File: src/rtl/spi_pkg.sv
// Shared types for the parametrised SPI master.
//   spi_state_t : transaction sequencer states
//   spi_mode_t  : per-transaction mode, captured when a word is accepted
//   cs_width()  : width of the chip-select index for a given number of selects
package spi_pkg;

   typedef enum logic [2:0] {
      IDLE,
      SETUP,
      XFER,
      HOLD,
      GAP
   } spi_state_t;

   typedef struct packed {
      logic cpol;
      logic cpha;
      logic lsb_first;
   } spi_mode_t;

   function automatic int cs_width(input int num_cs);
      return (num_cs <= 1) ? 1 : $clog2(num_cs);
   endfunction

endpackage

File: src/rtl/spi_master_param_if.sv
// Front-end / pin bundle of the SPI master.
//   Request side : tx_valid, tx_ready, tx_data, cs_sel, cpol, cpha, lsb_first
//   Receive side : rx_valid, rx_data
//   Status       : busy
//   SPI pins     : sclk, mosi, miso, cs_n
// modport master is the SPI master's own view; modport slave is the view of
// whatever drives requests and the SPI pins from the other side.
interface spi_master_param_if
   import spi_pkg::*;
#(
   parameter int DATA_W = 8,
   parameter int NUM_CS = 1
);
   localparam int CS_W = cs_width(NUM_CS);

   logic              tx_valid;
   logic              tx_ready;
   logic [DATA_W-1:0] tx_data;
   logic [CS_W-1:0]   cs_sel;
   logic              cpol;
   logic              cpha;
   logic              lsb_first;
   logic              rx_valid;
   logic [DATA_W-1:0] rx_data;
   logic              busy;
   logic              sclk;
   logic              mosi;
   logic              miso;
   logic [NUM_CS-1:0] cs_n;

   modport master (
      input  tx_valid, tx_data, cs_sel, cpol, cpha, lsb_first, miso,
      output tx_ready, rx_valid, rx_data, busy, sclk, mosi, cs_n
   );

   modport slave (
      output tx_valid, tx_data, cs_sel, cpol, cpha, lsb_first, miso,
      input  tx_ready, rx_valid, rx_data, busy, sclk, mosi, cs_n
   );

endinterface

File: src/rtl/spi_clk_gen.sv
// Half-period timer for the SPI master.
//   clk, rst       : system clock, synchronous active-high reset
//   en_i           : high in every non-IDLE state; low holds the timer preloaded
//   xfer_i         : sequencer is in XFER
//   lead_half_i    : current XFER half-period is a leading (even) one
//   phase_done_o   : last clk cycle of the current CLK_DIV-cycle phase
//   lead_edge_o    : first cycle of a leading half-period (sclk just left idle level)
//   trail_edge_o   : first cycle of a trailing half-period (sclk just returned to idle)
module spi_clk_gen #(
   parameter int CLK_DIV = 2
) (
   input  logic clk,
   input  logic rst,
   input  logic en_i,
   input  logic xfer_i,
   input  logic lead_half_i,
   output logic phase_done_o,
   output logic lead_edge_o,
   output logic trail_edge_o
);

   localparam int HP_W = $clog2(CLK_DIV + 1);
   localparam logic [HP_W-1:0] RELOAD = HP_W'(CLK_DIV - 1);

   logic [HP_W-1:0] hp_cnt_q;
   logic [HP_W-1:0] hp_cnt_d;
   logic            phase_first;

   // Down-counter: holds RELOAD while disabled so the first enabled cycle is
   // the first cycle of a phase; terminal count 0 marks the phase end.
   always_comb begin
      hp_cnt_d = hp_cnt_q;
      if (!en_i || (hp_cnt_q == '0)) begin
         hp_cnt_d = RELOAD;
      end else begin
         hp_cnt_d = hp_cnt_q - HP_W'(1);
      end
   end

   always_ff @(posedge clk) begin
      if (rst) begin
         hp_cnt_q <= RELOAD;
      end else begin
         hp_cnt_q <= hp_cnt_d;
      end
   end

   assign phase_first  = en_i && xfer_i && (hp_cnt_q == RELOAD);
   assign phase_done_o = en_i && (hp_cnt_q == '0);
   assign lead_edge_o  = phase_first && lead_half_i;
   assign trail_edge_o = phase_first && !lead_half_i;

endmodule

File: src/rtl/spi_master_param.sv
// Parametrised full-duplex SPI master.
//   clk, rst : system clock, synchronous active-high reset
//   bus      : spi_master_param_if.master -- valid/ready request with per-word
//              mode and chip-select, rx_valid/rx_data result, busy, SPI pins.
// All SPI pins (sclk, mosi, cs_n) come straight from flops.
//
// state | meaning
// ------+-----------------------------------------------------------------
// IDLE  | ready for a word; sclk tracks the cpol input, cs_n all high
// SETUP | CLK_DIV cycles with the selected cs_n low before the first edge
// XFER  | 2*DATA_W half-periods of CLK_DIV cycles; shifting both ways
// HOLD  | CLK_DIV cycles with cs_n still low after the last edge, mosi 0
// GAP   | CLK_DIV cycles with cs_n high; rx_valid on its first cycle
module spi_master_param
   import spi_pkg::*;
#(
   parameter int DATA_W  = 8,
   parameter int CLK_DIV = 2,
   parameter int NUM_CS  = 1
) (
   input  logic                clk,
   input  logic                rst,
   spi_master_param_if.master  bus
);

   localparam int CS_W  = cs_width(NUM_CS);
   localparam int BIT_W = $clog2(2 * DATA_W + 1);
   localparam logic [BIT_W-1:0] LAST_HALF = BIT_W'(2 * DATA_W - 1);

   spi_state_t        state_q, state_d;
   spi_mode_t         mode_q, mode_d;
   logic [DATA_W-1:0] tx_sh_q, tx_sh_d;
   logic [DATA_W-1:0] rx_sh_q, rx_sh_d;
   logic [DATA_W-1:0] rx_data_q, rx_data_d;
   logic [BIT_W-1:0]  hp_left_q, hp_left_d;
   logic              sclk_q, sclk_d;
   logic              mosi_q, mosi_d;
   logic              rx_valid_q, rx_valid_d;
   logic [NUM_CS-1:0] cs_n_q, cs_n_d;

   logic              accept;
   logic              phase_done;
   logic              lead_edge;
   logic              trail_edge;
   logic              sample_now;
   logic              advance_now;

   function automatic logic head_bit(input logic [DATA_W-1:0] v, input logic lsb);
      return lsb ? v[0] : v[DATA_W-1];
   endfunction

   function automatic logic [DATA_W-1:0] drop_head(input logic [DATA_W-1:0] v,
                                                   input logic lsb);
      return lsb ? (v >> 1) : (v << 1);
   endfunction

   spi_clk_gen #(
      .CLK_DIV (CLK_DIV)
   ) u_clk_gen (
      .clk          (clk),
      .rst          (rst),
      .en_i         (state_q != IDLE),
      .xfer_i       (state_q == XFER),
      // hp_left counts down from 2*DATA_W-1, so an odd remainder is an even
      // (leading) half-period index.
      .lead_half_i  (hp_left_q[0]),
      .phase_done_o (phase_done),
      .lead_edge_o  (lead_edge),
      .trail_edge_o (trail_edge)
   );

   assign accept     = (state_q == IDLE) && bus.tx_valid;
   assign sample_now = mode_q.cpha ? trail_edge : lead_edge;

   // mosi moves together with the sclk toggle that starts the next half-period:
   // CPHA=1 on every leading edge, CPHA=0 on every trailing edge but the last
   // (the first CPHA=0 bit is already on the line from SETUP).
   always_comb begin
      advance_now = 1'b0;
      if (state_q == SETUP) begin
         advance_now = mode_q.cpha;
      end else if (state_q == XFER && hp_left_q != '0) begin
         advance_now = mode_q.cpha ? !hp_left_q[0]
                                   : (hp_left_q[0] && (hp_left_q != BIT_W'(1)));
      end
   end

   always_comb begin
      state_d    = state_q;
      mode_d     = mode_q;
      tx_sh_d    = tx_sh_q;
      rx_sh_d    = rx_sh_q;
      rx_data_d  = rx_data_q;
      hp_left_d  = hp_left_q;
      sclk_d     = sclk_q;
      mosi_d     = mosi_q;
      rx_valid_d = 1'b0;
      cs_n_d     = cs_n_q;

      if (sample_now) begin
         rx_sh_d = mode_q.lsb_first ? {bus.miso, rx_sh_q[DATA_W-1:1]}
                                    : {rx_sh_q[DATA_W-2:0], bus.miso};
      end

      if (phase_done && advance_now) begin
         mosi_d  = head_bit(tx_sh_q, mode_q.lsb_first);
         tx_sh_d = drop_head(tx_sh_q, mode_q.lsb_first);
      end

      unique case (state_q)
         IDLE: begin
            sclk_d = bus.cpol;
            mosi_d = 1'b0;
            cs_n_d = '1;
            if (accept) begin
               state_d          = SETUP;
               mode_d.cpol      = bus.cpol;
               mode_d.cpha      = bus.cpha;
               mode_d.lsb_first = bus.lsb_first;
               rx_sh_d          = '0;
               // Out-of-range cs_sel matches no line, so every cs_n stays high.
               for (int i = 0; i < NUM_CS; i++) begin
                  cs_n_d[i] = !(bus.cs_sel == CS_W'(i));
               end
               if (bus.cpha) begin
                  tx_sh_d = bus.tx_data;
               end else begin
                  mosi_d  = head_bit(bus.tx_data, bus.lsb_first);
                  tx_sh_d = drop_head(bus.tx_data, bus.lsb_first);
               end
            end
         end
         SETUP: begin
            if (phase_done) begin
               state_d   = XFER;
               hp_left_d = LAST_HALF;
               sclk_d    = !sclk_q;
            end
         end
         XFER: begin
            if (phase_done) begin
               if (hp_left_q == '0) begin
                  state_d = HOLD;
                  sclk_d  = mode_q.cpol;
                  mosi_d  = 1'b0;
               end else begin
                  hp_left_d = hp_left_q - BIT_W'(1);
                  sclk_d    = !sclk_q;
               end
            end
         end
         HOLD: begin
            if (phase_done) begin
               state_d    = GAP;
               cs_n_d     = '1;
               rx_valid_d = 1'b1;
               rx_data_d  = rx_sh_q;
            end
         end
         GAP: begin
            if (phase_done) begin
               state_d = IDLE;
               sclk_d  = bus.cpol;
            end
         end
         default: begin
            state_d = IDLE;
         end
      endcase
   end

   always_ff @(posedge clk) begin
      if (rst) begin
         state_q    <= IDLE;
         mode_q     <= '0;
         tx_sh_q    <= '0;
         rx_sh_q    <= '0;
         rx_data_q  <= '0;
         hp_left_q  <= '0;
         sclk_q     <= 1'b0;
         mosi_q     <= 1'b0;
         rx_valid_q <= 1'b0;
         cs_n_q     <= '1;
      end else begin
         state_q    <= state_d;
         mode_q     <= mode_d;
         tx_sh_q    <= tx_sh_d;
         rx_sh_q    <= rx_sh_d;
         rx_data_q  <= rx_data_d;
         hp_left_q  <= hp_left_d;
         sclk_q     <= sclk_d;
         mosi_q     <= mosi_d;
         rx_valid_q <= rx_valid_d;
         cs_n_q     <= cs_n_d;
      end
   end

   assign bus.tx_ready = (state_q == IDLE) && !rst;
   assign bus.busy     = (state_q != IDLE);
   assign bus.rx_valid = rx_valid_q;
   assign bus.rx_data  = rx_data_q;
   assign bus.sclk     = sclk_q;
   assign bus.mosi     = mosi_q;
   assign bus.cs_n     = cs_n_q;

endmodule

File: src/flat_wrapper.sv
// flat-port wrapper written by rule: the top's interface ports become plain ports
module spi_master_param_flat import spi_pkg::*;
#(
   parameter int DATA_W  = 8,
   parameter int CLK_DIV = 2,
   parameter int NUM_CS  = 1
)
  (clk, rst, bus_tx_valid, bus_tx_data, bus_cs_sel, bus_cpol, bus_cpha, bus_lsb_first, bus_miso, bus_tx_ready, bus_rx_valid, bus_rx_data, bus_busy, bus_sclk, bus_mosi, bus_cs_n);
  spi_master_param_if #(.DATA_W(DATA_W), .NUM_CS(NUM_CS)) bus_i ();
  input  logic clk;
  input  logic rst;
  input wire logic [$bits(bus_i.tx_valid)-1:0] bus_tx_valid;
  input wire logic [$bits(bus_i.tx_data)-1:0] bus_tx_data;
  input wire logic [$bits(bus_i.cs_sel)-1:0] bus_cs_sel;
  input wire logic [$bits(bus_i.cpol)-1:0] bus_cpol;
  input wire logic [$bits(bus_i.cpha)-1:0] bus_cpha;
  input wire logic [$bits(bus_i.lsb_first)-1:0] bus_lsb_first;
  input wire logic [$bits(bus_i.miso)-1:0] bus_miso;
  output wire logic [$bits(bus_i.tx_ready)-1:0] bus_tx_ready;
  output wire logic [$bits(bus_i.rx_valid)-1:0] bus_rx_valid;
  output wire logic [$bits(bus_i.rx_data)-1:0] bus_rx_data;
  output wire logic [$bits(bus_i.busy)-1:0] bus_busy;
  output wire logic [$bits(bus_i.sclk)-1:0] bus_sclk;
  output wire logic [$bits(bus_i.mosi)-1:0] bus_mosi;
  output wire logic [$bits(bus_i.cs_n)-1:0] bus_cs_n;
  assign bus_i.tx_valid = bus_tx_valid;
  assign bus_i.tx_data = bus_tx_data;
  assign bus_i.cs_sel = bus_cs_sel;
  assign bus_i.cpol = bus_cpol;
  assign bus_i.cpha = bus_cpha;
  assign bus_i.lsb_first = bus_lsb_first;
  assign bus_i.miso = bus_miso;
  assign bus_tx_ready = bus_i.tx_ready;
  assign bus_rx_valid = bus_i.rx_valid;
  assign bus_rx_data = bus_i.rx_data;
  assign bus_busy = bus_i.busy;
  assign bus_sclk = bus_i.sclk;
  assign bus_mosi = bus_i.mosi;
  assign bus_cs_n = bus_i.cs_n;
  spi_master_param #(.DATA_W(DATA_W), .CLK_DIV(CLK_DIV), .NUM_CS(NUM_CS)) u_core (.clk(clk), .rst(rst), .bus(bus_i));
endmodule
File: config.mk
export PLATFORM = sky130hd
export DESIGN_NAME = spi_master_param_flat
export DESIGN_NICKNAME = d
export VERILOG_FILES = /design/src/rtl/spi_pkg.sv /design/src/rtl/spi_master_param_if.sv /design/src/rtl/spi_clk_gen.sv /design/src/rtl/spi_master_param.sv /design/src/flat_wrapper.sv
export SDC_FILE = /design/constraint.sdc
export NUM_CORES = 1
export LEC_CHECK = 0
export CAP_MARGIN = 25
export CORE_MARGIN = 1
export CORE_UTILIZATION = 40
export CTS_CLUSTER_SIZE = 16
export DETAILED_ROUTE_END_ITERATION = 8
export MAX_ROUTING_LAYER = met4
export PLACE_DENSITY = 0.63
export SLEW_MARGIN = 20
export SYNTH_ARGS = -nofsm -noshare
export SYNTH_HDL_FRONTEND = slang
export SYNTH_SLANG_ARGS = --single-unit
File: constraint.sdc
create_clock -name clk -period 2 [get_ports clk]
set_clock_uncertainty 0.15 [all_clocks]
set_input_delay 0.4 -clock clk [delete_from_list [all_inputs] [get_ports clk]]
set_output_delay 0.4 -clock clk [all_outputs]
set_load 0.02 [all_outputs]
==> results list <==
* DRC violation total after the first TritonRoute iteration: 72
* Combinational power share: 18.6%
- Before CTS, the worst setup slack after placement is -0.2366 ns.
- Total Routing Usage GR: between 10% and 20%
* Combinational family with the most area after synthesis: simple AND/OR/NAND/NOR gates
- Power Density: 681.0 mW/mm2
- Counting every sink on the clock net gives 41.
* Number of enable flip-flop cells after synthesis: 0
- Post-synthesis simple-gate area fraction: 23.26%
- The number of pins with negative max-slew slack in the final report was 0.
* Critical-path top delay cell: sky130_fd_sc_hd__or3b_1
- Worst ir drop on vdd: 0.0005544 V
* Number of cells on the worst hold path: 2
* Switching component of the power: 0.0005286 W
* Post-route ant nets: 0
* Mapped Area: 0.002211 mm2
- Die area: 0.005829 mm2
- TritonCTS created 5 clock buffers.
- After the flow finishes, the layout carries non-filler instances totaling about 380.
- Gate count after technology mapping: 261
- Start point of the critical path: u_core.hp_left_q[0]
* Hold path startpoint: u_core.bus.rx_data[4]
- The via count of the first global-routing pass came to roughly 1900.
* Register-to-Register Path Depth: 7
- In this run the critical register-to-register path is captured at u_core.tx_sh_q[7].
* Chip Height: ~76 um
- I/O pins: 30
- Counting every net in the synthesized netlist gives 282.
* Worst-path maximum fanout: 4
- For hold timing, the worst endpoint is u_core.bus.rx_data[4].
- Entering global routing, the biggest net connects 43 pins.
- Area of the placeable core: 0.005205 mm2
- Category of the most critical setup path: reg2reg
- Critical path arrival: ~2 ns
- In this run the deepest clock path goes through 2 buffers.
* Critical path buffers and inverters: 1
* Internal power component: 0.001484 W
- Detailed-route via count: 2032
* First-pass GRT wire length: 9004 um
* Min setup slack post-route: about 0.05 ns
- Flip-flop and latch count after synthesis: 41
- Of the total synthesized cell area, the portion taken by XOR and XNOR cells is 0.7923%.
* Distinct cells, synth: 42
* Dominant synthesized flop cell: sky130_fd_sc_hd__dfxtp_1
- The repair_antennas step left the layout with diodes totalling 0.
* Endpoint class of the critical path: flop
* Placed insts: about 360
* F_max: 512.7 MHz
- Fraction of layout instances using a drive strength above 1: between 10% and 20%
- Min Hold Slack: 0.3068 ns
- Sequential-to-total area share from yosys stat: a little under two fifths
- Row cnt: 26
- The worst hold path belongs to the class reg2reg.
* Count of hold buffers inserted by post-cts repair: 0
* Clock group share of total power: a little under two fifths
- After clock tree synthesis, the clock-pin slew on the worst setup and hold paths is roughly 0.080 ns.
* Tmin final: ~2 ns
* Number of iterations in the first detailed-routing pass: 4
* Final hold violation count: 0
- Required @ worst endpoint: 2.06 ns
* Master cell of the clock root buffer: sky130_fd_sc_hd__clkbuf_8
- GR Overflow Total: 0
- The portion of synthesized area spent on multiplexers is 10.92%.
- Share of flip-flops with an asynchronous set or reset: 0%
- Yosys warning total: 0
- Max H-tree Level: 2
- Via/cell ratio: 5.419
- Routability-driven placement finished with a final weighted congestion of 0.8318.
- Detailed placement finished with a half-perimeter wire length of 3562 um.
* TritonCTS clock tree: built
- Number of maximum-capacitance constraint violations: 0
- In this run the register-to-register setup slack is about 0.05 ns.
- Source-to-sink clock delay at the later pin of the worst-skew pair: around 0.30 ns
* Count of input and output buffers: 29
- The startpoint identified for the worst register-to-register timing path is u_core.hp_left_q[0].
- Initial standard-cell utilization of the core: 42.48%
- Leakage: 1.071 nW
- Cells traversed along the worst timing path: inv_4 -> ha_4 -> nor4b_4 -> o31ai_4 -> o21ai_2 -> or3b_1 -> a311oi_2
* Worst slew margin: 67.95%
- Die extent in x: 76.35 um
- Tightest Pin Transition: between 0.4 and 0.5 ns
- The worst setup path is launched from a flop.
- The share of total power dissipated in sequential elements is 43.8%.
- The synthesized netlist devotes 2.830% of its cell area to adder and majority cells.
* Routed length per placed instance: 13.97 um
- Status: completed
- Total power: 0.002013 W
* Stage delay of the slowest cell on the critical path: 0.40 ns
* RSZ-0062 raised after global routing: yes
- Mean instance size in the synthesized netlist: 8.471 um2
- The net count of the finished layout is 325.
* Fraction of the mapped netlist area in compound gates: 19.35%
* Switching Fraction: 26.27%
- Final routed DRC violation total: 0
- The worst path uses 97.52% of the clock period.
* Final setup violation count: 0
- The initial antenna violation count was 0.
- After detailed routing, the total wire length is ~5200 um.
- Area delta synth->final: 33.67%
- Among cell families on the critical path, the largest total delay comes from compound AO/OA/AOI/OAI gates.
layout make-up:
class                      instances  area [um2]
multi-input combinational        191        1343
fill                             506        2250
clock buffer                       6       93.84
timing repair buffer              57       535.5
inverter                           8       35.03
tap                               70       87.58
clock inverter                     2       35.03
sequential                        41       825.8
sequential cells by signal, indices dropped and copies added (netlist names):
name                       count
u_core.bus.sclk                1
u_core.bus.rx_data             8
u_core.bus.mosi                1
u_core.tx_sh_q                 8
u_core.rx_sh_q                 8
u_core.bus.rx_valid            1
u_core.state_q                 3
u_core.bus.cs_n                1
u_core.hp_left_q               5
u_core.mode_q                  3
u_core.u_clk_gen.hp_cnt_q      2
cells in the mapped netlist, types with 6 or more instances:
cell type                   n  area share [%]
sky130_fd_sc_hd__nor4_1     9             2.5
sky130_fd_sc_hd__o21ai_0   10             2.3
sky130_fd_sc_hd__a221o_1    6             2.7
sky130_fd_sc_hd__clkbuf_1  13             2.2
sky130_fd_sc_hd__a21oi_1   19             4.3
sky130_fd_sc_hd__nor3b_1    7             2.4
sky130_fd_sc_hd__nor2_1    22             3.7
sky130_fd_sc_hd__nand2_1   36             6.1
sky130_fd_sc_hd__inv_1      8             1.4
sky130_fd_sc_hd__mux2i_1   23              10
sky130_fd_sc_hd__dfxtp_1   41              37
sky130_fd_sc_hd__a211oi_1  12             4.1
power groups by stage:
stage | Sequential, W | Clock [W] | Combinational, W
after floorplan | 0.000895 | 0 | 0.000216
after global placement | 0.000898 | 0 | 0.000356
after detailed placement | 0.000898 | 0 | 0.000357
after CTS | 0.000881 | 0.000764 | 0.000373
after global routing | 0.000887 | 0.000802 | 0.000411
final | 0.000882 | 0.000756 | 0.000375
routing by layer:
metal | GRT usage, % | vias up | share of wire (%)
li1 | - | 1036 | -
met1 | 25.19 | 968 | 49
met2 | 30.99 | 24 | 48
met3 | 4.072 | 4 | 2.7
met4 | 4.038 | 0 | 0.63
met5 | - | - | 0
cells by family (layout without fill, tap and decap cells):
family,count (synthesis),after routing
DFF,41,41
buffers and inverters,29,73
adders and majority gates,5,5
and+or+nand+nor,99,99
AOI/OAI and AO/OA,61,61
xor gates and xnor gates,2,2
muxes,24,24
metrics by stage:
stage / TNS [ns] / util (%) / area, um2
3_3_place_gp: -1.358 / 52.14 / 2714
5_1_grt: -0.03366 / 56.78 / 2955
2_1_floorplan: -0.003388 / - / 2232
3_5_place_dp: -1.565 / 52.14 / 2714
6_report: 0 / 56.78 / 2955
4_1_cts: 0 / 56.54 / 2943
placed cells by master, fill, tap and decap left out, types with 3 or more instances in the layout:
cell type	netlist	final
sky130_fd_sc_hd__ha_4	0	3
sky130_fd_sc_hd__clkdlybuf4s50_1	0	27
sky130_fd_sc_hd__inv_1	8	6
sky130_fd_sc_hd__nor2_1	22	22
sky130_fd_sc_hd__mux2i_1	23	23
sky130_fd_sc_hd__nor4_1	9	8
sky130_fd_sc_hd__dfxtp_1	41	39
sky130_fd_sc_hd__buf_4	1	25
sky130_fd_sc_hd__a311oi_1	5	4
sky130_fd_sc_hd__a211oi_1	12	12
sky130_fd_sc_hd__nor3_1	5	4
sky130_fd_sc_hd__o21ai_0	10	10
sky130_fd_sc_hd__clkbuf_8	0	5
sky130_fd_sc_hd__a21oi_1	19	19
sky130_fd_sc_hd__buf_12	0	3
sky130_fd_sc_hd__nand2_1	36	36
sky130_fd_sc_hd__nor3b_1	7	6
sky130_fd_sc_hd__a221o_1	6	6
worst max path at each step:
stage | slack, ns | cells past startpoint | endpoint
floorplan | -0.003 | 7 | u_core.tx_sh_q[7]
global placement | -0.22 | 4 | u_core.tx_sh_q[6]
detailed placement | -0.24 | 4 | u_core.tx_sh_q[6]
CTS | 0.003 | 7 | u_core.tx_sh_q[7]
global route | -0.03 | 6 | u_core.tx_sh_q[7]
finish | 0.05 | 7 | u_core.tx_sh_q[7]
worst min-delay path: cells and delay by family, from the launching register on:
family	cells	cell delay, ns
flip-flops	1	0.31
AND/OR/NAND/NOR	1	0.05
AO/OA/AOI/OAI	1	0.05
repair_timing:
item,CTS,global route
resized for setup,13,3
pin swaps,5,1
gates cloned,0,0
hold endpoints to repair,0,0
endpoints found under the setup margin,3,12
setup buffers,6,0
(Power assumes the default switching activity.)
